`config.mk`:
```
export PLATFORM = sky130hd
export DESIGN_NAME = vid_fetch_flat
export DESIGN_NICKNAME = d
export VERILOG_FILES = /design/src/rtl/vid_fetch_if.sv /design/src/rtl/vid_fetch.sv /design/src/flat_wrapper.sv
export SDC_FILE = /design/constraint.sdc
export NUM_CORES = 1
export LEC_CHECK = 0
export CAP_MARGIN = 10
export CORE_ASPECT_RATIO = 1.25
export CORE_MARGIN = 2
export CORE_UTILIZATION = 40
export CTS_BUF_LIST = sky130_fd_sc_hd__clkbuf_2 sky130_fd_sc_hd__clkbuf_4 sky130_fd_sc_hd__clkbuf_8
export DETAILED_ROUTE_END_ITERATION = 7
export PLACE_DENSITY = 0.61
export SLEW_MARGIN = 20
export SYNTH_ARGS = -nofsm -noshare
export SYNTH_HDL_FRONTEND = slang
export SYNTH_SLANG_ARGS = --single-unit
```
`constraint.sdc`:
```
create_clock -name clk -period 2.89 [get_ports clk]
set_input_delay 0.578 -clock clk [delete_from_list [all_inputs] [get_ports clk]]
set_output_delay 0.578 -clock clk [all_outputs]
set_load 0.02 [all_outputs]
```
`src/rtl/vid_fetch_if.sv`:
```
`default_nettype none
// ============================================================================
// Module   : vid_fetch_if
// Brief    : RAM read port, pixel stream and frame control for vid_fetch.
// Revision : 1.0
// ============================================================================
interface vid_fetch_if;
   logic        frame_start;
   logic        frame_done;
   logic        ram_busy;
   logic        ram_en;
   logic [14:0] ram_addr;
   logic [7:0]  ram_dout;
   logic        pix_valid;
   logic        pix_ready;
   logic [7:0]  pix_data;
   logic        pix_eol;

   modport master (
      input  frame_start, ram_busy, ram_dout, pix_ready,
      output frame_done, ram_en, ram_addr, pix_valid, pix_data, pix_eol
   );

   modport slave (
      output frame_start, ram_busy, ram_dout, pix_ready,
      input  frame_done, ram_en, ram_addr, pix_valid, pix_data, pix_eol
   );
endinterface
`default_nettype wire

```
`src/rtl/vid_fetch.sv`:
```
`default_nettype none
// ============================================================================
// Module   : vid_fetch
// Brief    : Linear frame-buffer prefetcher feeding a byte FIFO with EOL tags.
// Revision : 1.0
// ============================================================================
module vid_fetch #(
   parameter logic [14:0] BASE_ADDR      = 15'h0000,
   parameter int          BYTES_PER_LINE = 40,
   parameter int          LINES          = 200,
   parameter int          FIFO_DEPTH     = 8
) (
   input  logic        clk,
   input  logic        reset,
   vid_fetch_if.master bus
);
   localparam int              c_aw        = $clog2(FIFO_DEPTH);
   localparam logic [7:0]      c_col_last  = 8'(BYTES_PER_LINE - 1);
   localparam logic [9:0]      c_line_last = 10'(LINES - 1);
   localparam logic [c_aw:0]   c_depth     = (c_aw + 1)'(FIFO_DEPTH);
   localparam logic [c_aw-1:0] c_ptr_one   = c_aw'(1);

   typedef enum logic [1:0] {
      S_IDLE  = 2'd0,
      S_FETCH = 2'd1,
      S_DRAIN = 2'd2,
      S_DONE  = 2'd3
   } state_t;

   state_t          state_q, state_d;
   logic [14:0]     addr_q, addr_d;
   logic [7:0]      col_q, col_d;
   logic [9:0]      line_q, line_d;
   logic            inflight_q, inflight_d;
   logic            eol_q, eol_d;
   logic            done_q, done_d;
   logic [c_aw-1:0] rd_q, rd_d, wr_q, wr_d;
   logic [c_aw:0]   cnt_q, cnt_d;
   logic [8:0]      mem_q [FIFO_DEPTH];

   logic            w_issue, w_push, w_pop, w_last;
   logic [c_aw:0]   w_occ;

   always_ff @(posedge clk) begin
      if (reset) begin
         state_q    <= S_IDLE;
         addr_q     <= BASE_ADDR;
         col_q      <= '0;
         line_q     <= '0;
         inflight_q <= 1'b0;
         eol_q      <= 1'b0;
         done_q     <= 1'b0;
         rd_q       <= '0;
         wr_q       <= '0;
         cnt_q      <= '0;
      end else begin
         state_q    <= state_d;
         addr_q     <= addr_d;
         col_q      <= col_d;
         line_q     <= line_d;
         inflight_q <= inflight_d;
         eol_q      <= eol_d;
         done_q     <= done_d;
         rd_q       <= rd_d;
         wr_q       <= wr_d;
         cnt_q      <= cnt_d;
      end
   end

   // Storage is cleared on reset so the head reads as zero before any fill.
   always_ff @(posedge clk) begin
      if (reset) begin
         for (int i = 0; i < FIFO_DEPTH; i++) begin
            mem_q[i] <= '0;
         end
      end else if (w_push) begin
         mem_q[wr_q] <= {eol_q, bus.ram_dout};
      end
   end

   always_comb begin
      state_d    = state_q;
      addr_d     = addr_q;
      col_d      = col_q;
      line_d     = line_q;
      inflight_d = 1'b0;
      eol_d      = eol_q;
      rd_d       = rd_q;
      wr_d       = wr_q;
      cnt_d      = cnt_q;
      w_issue    = 1'b0;
      w_push     = 1'b0;
      w_pop      = 1'b0;
      w_last     = (col_q == c_col_last) && (line_q == c_line_last);
      w_occ      = cnt_q + {{c_aw{1'b0}}, inflight_q};

      if (bus.frame_start) begin
         // Restart wins over everything; the outstanding read is simply never written.
         state_d = S_FETCH;
         addr_d  = BASE_ADDR;
         col_d   = '0;
         line_d  = '0;
         eol_d   = 1'b0;
         rd_d    = '0;
         wr_d    = '0;
         cnt_d   = '0;
      end else begin
         w_issue = (state_q == S_FETCH) && !bus.ram_busy && (w_occ < c_depth);
         w_push  = inflight_q;
         w_pop   = (cnt_q != '0) && bus.pix_ready;

         if (w_issue) begin
            addr_d     = addr_q + 15'd1;
            inflight_d = 1'b1;
            eol_d      = (col_q == c_col_last);
            if (col_q == c_col_last) begin
               col_d  = '0;
               line_d = line_q + 10'd1;
            end else begin
               col_d = col_q + 8'd1;
            end
            if (w_last) begin
               state_d = S_DRAIN;
            end
         end

         if (w_push) wr_d = wr_q + c_ptr_one;
         if (w_pop)  rd_d = rd_q + c_ptr_one;

         case ({w_push, w_pop})
            2'b10:   cnt_d = cnt_q + 1'b1;
            2'b01:   cnt_d = cnt_q - 1'b1;
            default: cnt_d = cnt_q;
         endcase

         // Look at next occupancy so frame_done rises right after the final pop.
         if ((state_q == S_DRAIN) && !inflight_q && (cnt_d == '0)) begin
            state_d = S_DONE;
         end
      end

      done_d = (state_d == S_DONE);
   end

   assign bus.ram_en     = w_issue;
   assign bus.ram_addr   = addr_q;
   assign bus.pix_valid  = (cnt_q != '0);
   assign bus.pix_data   = mem_q[rd_q][7:0];
   assign bus.pix_eol    = mem_q[rd_q][8];
   assign bus.frame_done = done_q;
endmodule
`default_nettype wire

```
`src/flat_wrapper.sv`:
```
// flat-port wrapper written by rule: the top's interface ports become plain ports
module vid_fetch_flat 
#(
   parameter logic [14:0] BASE_ADDR      = 15'h0000,
   parameter int          BYTES_PER_LINE = 40,
   parameter int          LINES          = 200,
   parameter int          FIFO_DEPTH     = 8
)
  (clk, reset, bus_frame_start, bus_ram_busy, bus_ram_dout, bus_pix_ready, bus_frame_done, bus_ram_en, bus_ram_addr, bus_pix_valid, bus_pix_data, bus_pix_eol);
  vid_fetch_if bus_i ();
  input  logic clk;
  input  logic reset;
  input wire logic [$bits(bus_i.frame_start)-1:0] bus_frame_start;
  input wire logic [$bits(bus_i.ram_busy)-1:0] bus_ram_busy;
  input wire logic [$bits(bus_i.ram_dout)-1:0] bus_ram_dout;
  input wire logic [$bits(bus_i.pix_ready)-1:0] bus_pix_ready;
  output wire logic [$bits(bus_i.frame_done)-1:0] bus_frame_done;
  output wire logic [$bits(bus_i.ram_en)-1:0] bus_ram_en;
  output wire logic [$bits(bus_i.ram_addr)-1:0] bus_ram_addr;
  output wire logic [$bits(bus_i.pix_valid)-1:0] bus_pix_valid;
  output wire logic [$bits(bus_i.pix_data)-1:0] bus_pix_data;
  output wire logic [$bits(bus_i.pix_eol)-1:0] bus_pix_eol;
  assign bus_i.frame_start = bus_frame_start;
  assign bus_i.ram_busy = bus_ram_busy;
  assign bus_i.ram_dout = bus_ram_dout;
  assign bus_i.pix_ready = bus_pix_ready;
  assign bus_frame_done = bus_i.frame_done;
  assign bus_ram_en = bus_i.ram_en;
  assign bus_ram_addr = bus_i.ram_addr;
  assign bus_pix_valid = bus_i.pix_valid;
  assign bus_pix_data = bus_i.pix_data;
  assign bus_pix_eol = bus_i.pix_eol;
  vid_fetch #(.BASE_ADDR(BASE_ADDR), .BYTES_PER_LINE(BYTES_PER_LINE), .LINES(LINES), .FIFO_DEPTH(FIFO_DEPTH)) u_core (.clk(clk), .reset(reset), .bus(bus_i));
endmodule
```
-- Word-level counts from Yosys, hierarchy flattened
Memories as Yosys holds them, arrays and structs flattened. A register that Yosys moved wholly into a read port is not among the register bits.
Index checks and enable logic that the tools add are counted.
- bits in latches: 0
- word-level logic and storage cells: 60
- output and inout port bits: 27
- bits in read-only memories: 0
- bits in registers: 48
- input bits: 13
- memories: 1
- memory bits (writable): 72
- memories (name ; words ; width ; rd ports ; clocked after memory_dff ; wr ports ; line ; source):
    u_core.mem_q ; 8 ; 9 ; 1 ; 1 ; 8 ; vid_fetch.sv:39 ; logic [8:0] mem_q [FIFO_DEPTH];
- $lt $le $gt $ge: 1
- equality and inequality tests: 7
- bitwise logic cells: 0
- divide/modulo/power cells: 0
- $mul: 0
- reduce and logical (&&, ||, !) cells: 13
- mux-type cells: 20
- shift-type cells: 0
- $add $sub $neg: 8
- operators with widths (operator ; number):
    $add 15x1->15 const B ; 1
    $add 10x1->10 const B ; 1
    $eq 10x8->1 const B ; 1
    $mux 1 ; 9
    $mux 3 ; 3
    $mux 9 ; 1
    $reduce_or 9->1 ; 1
    $add 8x1->8 const B ; 1
    $eq 8x6->1 const B ; 1
    $mux 2 ; 4
    $mux 8 ; 1
    $pmux 4 s2 ; 1
    $add 3x1->3 const B ; 2
    $eq 2x2->1 const B ; 3
    $logic_and 1x1->1 ; 6
    $add 4x1->4 ; 1
    $add 4x1->4 const B ; 1
    $eq 2x1->1 const B ; 2
    $logic_not 4->1 ; 1
    $lt 4x4->1 const B ; 1
    $mux 4 ; 1
    $reduce_bool 4->1 ; 1
    $sub 4x1->4 const B ; 1
    $logic_not 1->1 ; 2
    2 further kinds ; 2

-- Longest topological paths before layout
Gate-level depths: netlist of run 1.
- depth after elaboration: 10
- depth in mapped cells: 12
- depth with buffers taken out: 12

-- Worst setup path after synthesis of run 1
Ideal clock, no wire load.
- kind: reg2out
- from: reg (tool-made name)
- to: out bus_pix_data[0]
- arrival: 1961 ps
- slack: 351 ps
- cell stages (with the launch flop): 5
- path buffers: 2
- data required time: 2312 ps
- cells stage by stage: dfxtp_1 clkbuf_1 buf_2 mux4_2 mux2_2
- RTL lines (what ; line ; source):
    to (decl) ; flat_wrapper.sv:21 ; output wire logic [$bits(bus_i.pix_data)-1:0] bus_pix_data;

==> flow_metrics.env, run 1 <==
export IMPL_die_h_microns=136
export IMPL_netlist_area_sq_um=5570
export IMPL_grt_busiest_layer="met2"
export IMPL_power_frac_comb_pct=4.0
export IMPL_required_ns=2.31
export IMPL_timing_rr_start="u_core.cnt_q[1]"
export IMPL_netlist_instances=460
export IMPL_synth_nets=481
export IMPL_cts_sinks=123
export IMPL_p_sw_mw=0.771
export IMPL_p_per_area_nw_per_um2=529
export IMPL_htreeDepth=4
export IMPL_grt_first_pass_wirelength_microns=18700
export IMPL_cts_root_buf="clkbuf_8"
export IMPL_setup_tns_ns=0
export IMPL_die_area_sq_um=14900
export IMPL_port_buffers=39
export IMPL_setup_viol=0
export IMPL_cts_buffer_depth=2
export IMPL_route_vias_total=3661
export IMPL_reg2reg_to="u_core.bus.frame_done"
export IMPL_track_usage_pct=17.0
export IMPL_hold_ws_ns=0.480
export IMPL_worstHoldEndpoint="u_core.col_q[1]"
export IMPL_fin_crit_sh_pct=95.7
export IMPL_max_slew_worst_pin_slew_ns=0.464
export IMPL_min_period_ns=2.77
export IMPL_layout_common_cells="and2_1, edfxtp_1, dfxtp_1, nor2_1, clkdlybuf4s50_1"
export IMPL_drv_cap=0
export IMPL_pwr_share_clk_pct=41.7
export IMPL_use_met1_pct=18.7
export IMPL_cts_tree="done"
export IMPL_antenna_diode_count=0
export IMPL_drt_iter0_drc=175
export IMPL_hpwl_microns=7940
export IMPL_cts_resized=9
export IMPL_peakVddDrop_mv=0.336
export IMPL_worstPathArrival_ns=2.19
export IMPL_timing_fmax_ghz=0.362
export IMPL_synth_ff_type="edfxtp_1"
export IMPL_grt_overflow_total=0
export IMPL_ys_warn_count=0
export IMPL_drive_above_1_share_pct=17.0
export IMPL_layout_nets=538
export IMPL_leakagePower_nw=2.35
export IMPL_fin_area_sq_um=6620
export IMPL_crit_fanout=18
export IMPL_ys_seq_area_share_pct=57.2
export IMPL_switching_share_pct=22.0
export IMPL_slew_headroom_pct=69.0
export IMPL_hold_depth=2
export IMPL_r2r_worst_path_cells=12
export IMPL_wl_microns=12000
export IMPL_drc=0
export IMPL_internal_power_mw=2.73
export IMPL_postCtsHoldBufs=0
export IMPL_maxSlewViolCount=0
export IMPL_numCtsBuffers=17
export IMPL_cts_clk_slew_worst_paths_ns=0.07
export IMPL_antenna_found_initial=0
export IMPL_area_delta_synth_final_pct=18.9
export IMPL_die_w_microns=110
export IMPL_final_common_cell="and2_1"
export IMPL_outcome="complete, no violations"
export IMPL_min_path_type="reg -> reg"
export IMPL_final_util_pct=48.3
export IMPL_synth_seq_cells=123
export IMPL_placed_area_sq_um=6230
export IMPL_hold_viol_final=0
export IMPL_synth_edf_count=72
export IMPL_r2r_slack_ns=0.43
export IMPL_synthArstFlopShare_pct=0
export IMPL_post_drt_wl_per_cell_microns=17.1
export IMPL_grt_met2_usage_pct=31.7
export IMPL_post_cts_buffers=0
export IMPL_crit_path_end_kind="output pin"
export IMPL_core_area_sq_um=13700
export IMPL_rows=48
export IMPL_startpoint_type="flop"
export IMPL_boundaryPins=40
export IMPL_start_util_pct=40.6
export IMPL_dr_pass1_iters=4
export IMPL_synth_area_per_cell_sq_um=12.1
export IMPL_finalClockSkew_ns=0.00963
export IMPL_p_seq_share_pct=54.3
export IMPL_ys_types=42
export IMPL_first_global_vias=3638
export IMPL_ant_nets=0
export IMPL_rsz0062_at_grt="no"
export IMPL_insertion_delay_ns=0.43
export IMPL_critPathKind="reg -> out"
export IMPL_worstHoldStart="u_core.col_q[1]"
export IMPL_met3_usage_pct=4.17
export IMPL_grt_max_degree=29
export IMPL_vias_per_cell=5.19
export IMPL_gp_congestion=0.749
power groups by stage:
stage	clock network, mW	registers [mW]	logic, mW
final	1.46	1.90	0.139
after global routing	1.57	1.90	0.151
after CTS	1.49	1.90	0.143
after detailed placement	0	1.94	0.146
after global placement	0	1.94	0.144
after floorplan	0	1.93	0.0762
final cells by class:
type / count / area [sq um]
clock buffers: 20 / 256
fillers: 1280 / 7070
well taps: 175 / 219
flip-flops and latches: 123 / 3180
repair buffers: 53 / 499
multi-input cells: 314 / 2310
clock inverters: 12 / 125
inverters: 8 / 30.0
cell families (layout without fill, tap and decap cells):
family                   count (synthesis)  count (layout)  share of synthesized area, %
flip-flops                             123             123                          57.2
buffers and inverters                   23              93                          1.60
multiplexers                            32              32                          10.0
XOR/XNOR                                25              25                          3.93
AO/OA/AOI/OAI                           38              38                          3.91
adder cells (fa/ha/maj)                  8               8                          1.80
AND/OR/NAND/NOR                        211             211                          21.5
critical path, cell delays in order, from the launching register on:
cell and delay [ns]:
dfxtp_1 0.37, buf_12 0.21, mux4_2 0.56, mux2_2 0.30, dlygate4sd2_1 0.33
synthesized netlist by cell type, types with 4 or more instances:
master | instances | area (sq um)
o21ai_0 | 8 | 40.0
a21oi_1 | 21 | 105
ha_1 | 8 | 100
clkbuf_1 | 9 | 33.8
nor3_1 | 5 | 25.0
mux2_2 | 10 | 113
xnor2_1 | 12 | 105
mux4_2 | 18 | 405
nor4_1 | 8 | 50.1
buf_1 | 4 | 15.0
nand3_1 | 14 | 70.1
nor2_1 | 39 | 146
or2_2 | 9 | 56.3
nand2_1 | 27 | 101
mux2i_1 | 4 | 40.0
or4_1 | 5 | 37.5
inv_1 | 8 | 30.0
or3_1 | 10 | 62.6
edfxtp_1 | 72 | 2160
dfxtp_1 | 51 | 1020
and2_1 | 74 | 463
nand4_1 | 5 | 31.3
xor2_1 | 13 | 114
per-layer routing:
layer / vias to the layer above / share of wire (%)
li1: 1780 / -
met1: 1807 / 41
met2: 62 / 55
met3: 12 / 3.0
met4: 0 / 1.2
met5: - / 0
how the worst max path moves through the flow:
stage	to	slack (ns)
finish	bus_pix_eol	0.12
global route	bus_pix_data[1]	0.06
floorplan	bus_pix_data[0]	0.35
detailed placement	bus_ram_en	0.06
global placement	bus_ram_en	0.13
CTS	bus_ram_en	0.04
registers in the layout (all words and copies together) (netlist names), 2 cells and up, named ones only:
register and flops:
u_core.bus.ram_addr 15, u_core.state_q 2, u_core.mem_q 72, u_core.col_q 8, u_core.wr_q 3, u_core.cnt_q 4, u_core.line_q 10, u_core.rd_q 3
through the flow:
step	setup slack, ns	std cells	total power, mW
after detailed placement	0.0630	673	2.08
after global placement	0.125	673	2.08
after global routing	0.0634	705	3.62
after floorplan	0.351	460	2.01
final	0.125	705	3.50
after CTS	0.0414	705	3.53
(Power assumes the default switching activity.)
==> inputs of run 2 (changes only) <==
--- a/config.mk
+++ b/config.mk
@@ -11,7 +11,9 @@
 export CORE_UTILIZATION = 40
 export CTS_BUF_LIST = sky130_fd_sc_hd__clkbuf_2 sky130_fd_sc_hd__clkbuf_4 sky130_fd_sc_hd__clkbuf_8
 export DETAILED_ROUTE_END_ITERATION = 7
-export PLACE_DENSITY = 0.61
+export DONT_BUFFER_PORTS = 1
+export PLACE_DENSITY = 0.57
+export REMOVE_ABC_BUFFERS = 1
 export SLEW_MARGIN = 20
 export SYNTH_ARGS = -nofsm -noshare
 export SYNTH_HDL_FRONTEND = slang
==> run 2 against run 1 <==
Sequential power hardly changed. Sequential cell count unchanged. Global-route usage is 0.25 points lower. Clock power rose by 25%. Maximum frequency increased by 5.4%. Power grew 9.3%. Critical endpoint is now bus_pix_data[1]. Design area shrank 4.8%. Sequential share of layout area rose by 2.4 points. Die area unchanged. Count of clock-buffer cells in the layout is 3 lower. Critical path depth decreased by 1.
==> flow_metrics.env, run 2 (same netlist as run 1, synthesis figures left out) <==
export IMPL_outcome="complete, no violations"
export IMPL_wl_microns=11400
export IMPL_antenna_found_initial=0
export IMPL_nFillCells=1241
export IMPL_min_path_type="in -> reg"
export IMPL_insertion_delay_ns=0.43
export IMPL_min_period_ns=2.62
export IMPL_crit_path_end_kind="output pin"
export IMPL_cts_clk_slew_worst_paths_ns=0.07
export IMPL_die_area_sq_um=14900
export IMPL_numCtsBuffers=17
export IMPL_gp_congestion=0.717
export IMPL_ant_nets=0
export IMPL_fin_crit_sh_pct=90.8
export IMPL_hpwl_microns=7760
export IMPL_core_area_sq_um=13700
export IMPL_maxSlewViolCount=0
export IMPL_drt_iter0_drc=128
export IMPL_critPathBufInv=1
export IMPL_critical_path_max_stage_delay_ns=0.60
export IMPL_cts_buffer_depth=2
export IMPL_postCtsHoldBufs=0
export IMPL_cts_sinks=123
export IMPL_drv_cap=0
export IMPL_rsz0062_at_grt="no"
export IMPL_boundaryPins=40
export IMPL_slew_headroom_pct=66.9
export IMPL_cpMaxStageDelayCell="mux4_2"
export IMPL_required_ns=2.31
export IMPL_pwr_share_clk_pct=47.8
export IMPL_vias_per_cell=5.17
export IMPL_crit_family="multiplexers"
export IMPL_switching_share_pct=20.6
export IMPL_layout_common_cells="and2_1, edfxtp_1, dfxtp_1, nor2_1, nand2_1"
export IMPL_drive_above_1_share_pct=17.6
export IMPL_hold_viol_final=0
export IMPL_crit_fanout=18
export IMPL_cts_tree="done"
export IMPL_setup_tns_ns=0
export IMPL_power_frac_comb_pct=2.5
export IMPL_route_vias_total=3437
export IMPL_first_global_vias=3551
export IMPL_final_util_pct=46.0
export IMPL_port_buffers=0
export IMPL_largest_register_ffs=72
export IMPL_drc=0
export IMPL_internal_power_mw=3.03
export IMPL_critPathKind="reg -> out"
export IMPL_antenna_diode_count=0
export IMPL_post_drt_wl_per_cell_microns=17.2
export IMPL_cp_cell_sequence="buf_4 > mux4_2 > mux2_2"
export IMPL_p_per_area_nw_per_um2=607
export IMPL_peakVddDrop_mv=0.278
export IMPL_worst_slack_ns=0.267
export IMPL_max_slew_worst_pin_slew_ns=0.482
export IMPL_die_w_microns=110
export IMPL_finalClockSkew_ns=0.00882
export IMPL_htreeDepth=4
export IMPL_cts_resized=0
export IMPL_final_common_cell="and2_1"
export IMPL_p_sw_mw=0.789
export IMPL_start_util_pct=40.6
export IMPL_layout_nets=498
export IMPL_place_ws_ns=0.500
export IMPL_hold_ws_ns=0.212
export IMPL_leakagePower_nw=2.21
export IMPL_cts_root_buf="clkbuf_8"
export IMPL_timing_fmax_ghz=0.381
export IMPL_worstPathArrival_ns=2.05
export IMPL_dr_pass1_iters=4
export IMPL_post_cts_buffers=0
export IMPL_setup_viol=0
export IMPL_rows=48
export IMPL_track_usage_pct=16.7
export IMPL_regMostFlops="u_core.mem_q"
export IMPL_startpoint_type="flop"
export IMPL_area_delta_synth_final_pct=13.2
export IMPL_grt_max_degree=32
export IMPL_die_h_microns=136
export IMPL_grt_first_pass_wirelength_microns=18500
export IMPL_grt_overflow_total=0
export IMPL_p_seq_share_pct=49.7
run 2: power groups by stage:
stage / registers, mW / logic, mW / clock network, mW
after floorplan: 1.93 / 0.0710 / 0
after global placement: 1.94 / 0.0983 / 0
after detailed placement: 1.94 / 0.0999 / 0
after CTS: 1.90 / 0.100 / 1.87
after global routing: 1.90 / 0.107 / 1.94
final: 1.90 / 0.0970 / 1.83
run 2: per-layer routing:
layer / vias up / part of all wire, % / global-route usage (%)
met5: - / 0 / 0
met4: 0 / 1.1 / 5.91
met1: 1671 / 40 / 18.7
met3: 11 / 4.6 / 5.08
met2: 56 / 54 / 29.8
li1: 1699 / - / -
run 2: final cells by class:
cell class / count / area, sq um / area share [%]
Clock buffer: 17 / 234 / 3.71
Clock inverter: 15 / 245 / 3.89
Inverter: 8 / 30.0 / 0.476
Multi-Input combinational cell: 314 / 2290 / 36.4
Sequential cell: 123 / 3180 / 50.5
Tap cell: 175 / 219 / 3.47
Timing Repair Buffer: 13 / 97.6 / 1.55
run 2: final timing paths:
path | start | endpoint | slack, ns | depth (start not counted)
max reg2reg | u_core.cnt_q[1] | u_core.state_q[0] | 0.49 | 12
min | reset | u_core.state_q[0] | 0.21 | 1
min reg2reg | u_core.line_q[1] | u_core.line_q[1] | 0.47 | 2
max | flop | bus_pix_data[1] | 0.27 | 3
run 2: metrics by stage:
| step | total power, mW | instance area [sq um] | cells |
|---|---|---|---|
| finish | 3.82 | 6300 | 665 |
| global route | 3.95 | 6300 | 665 |
| CTS | 3.87 | 6300 | 665 |
| detailed placement | 2.04 | 5820 | 633 |
| global placement | 2.03 | 5820 | 633 |
| floorplan | 2.00 | 5510 | 445 |
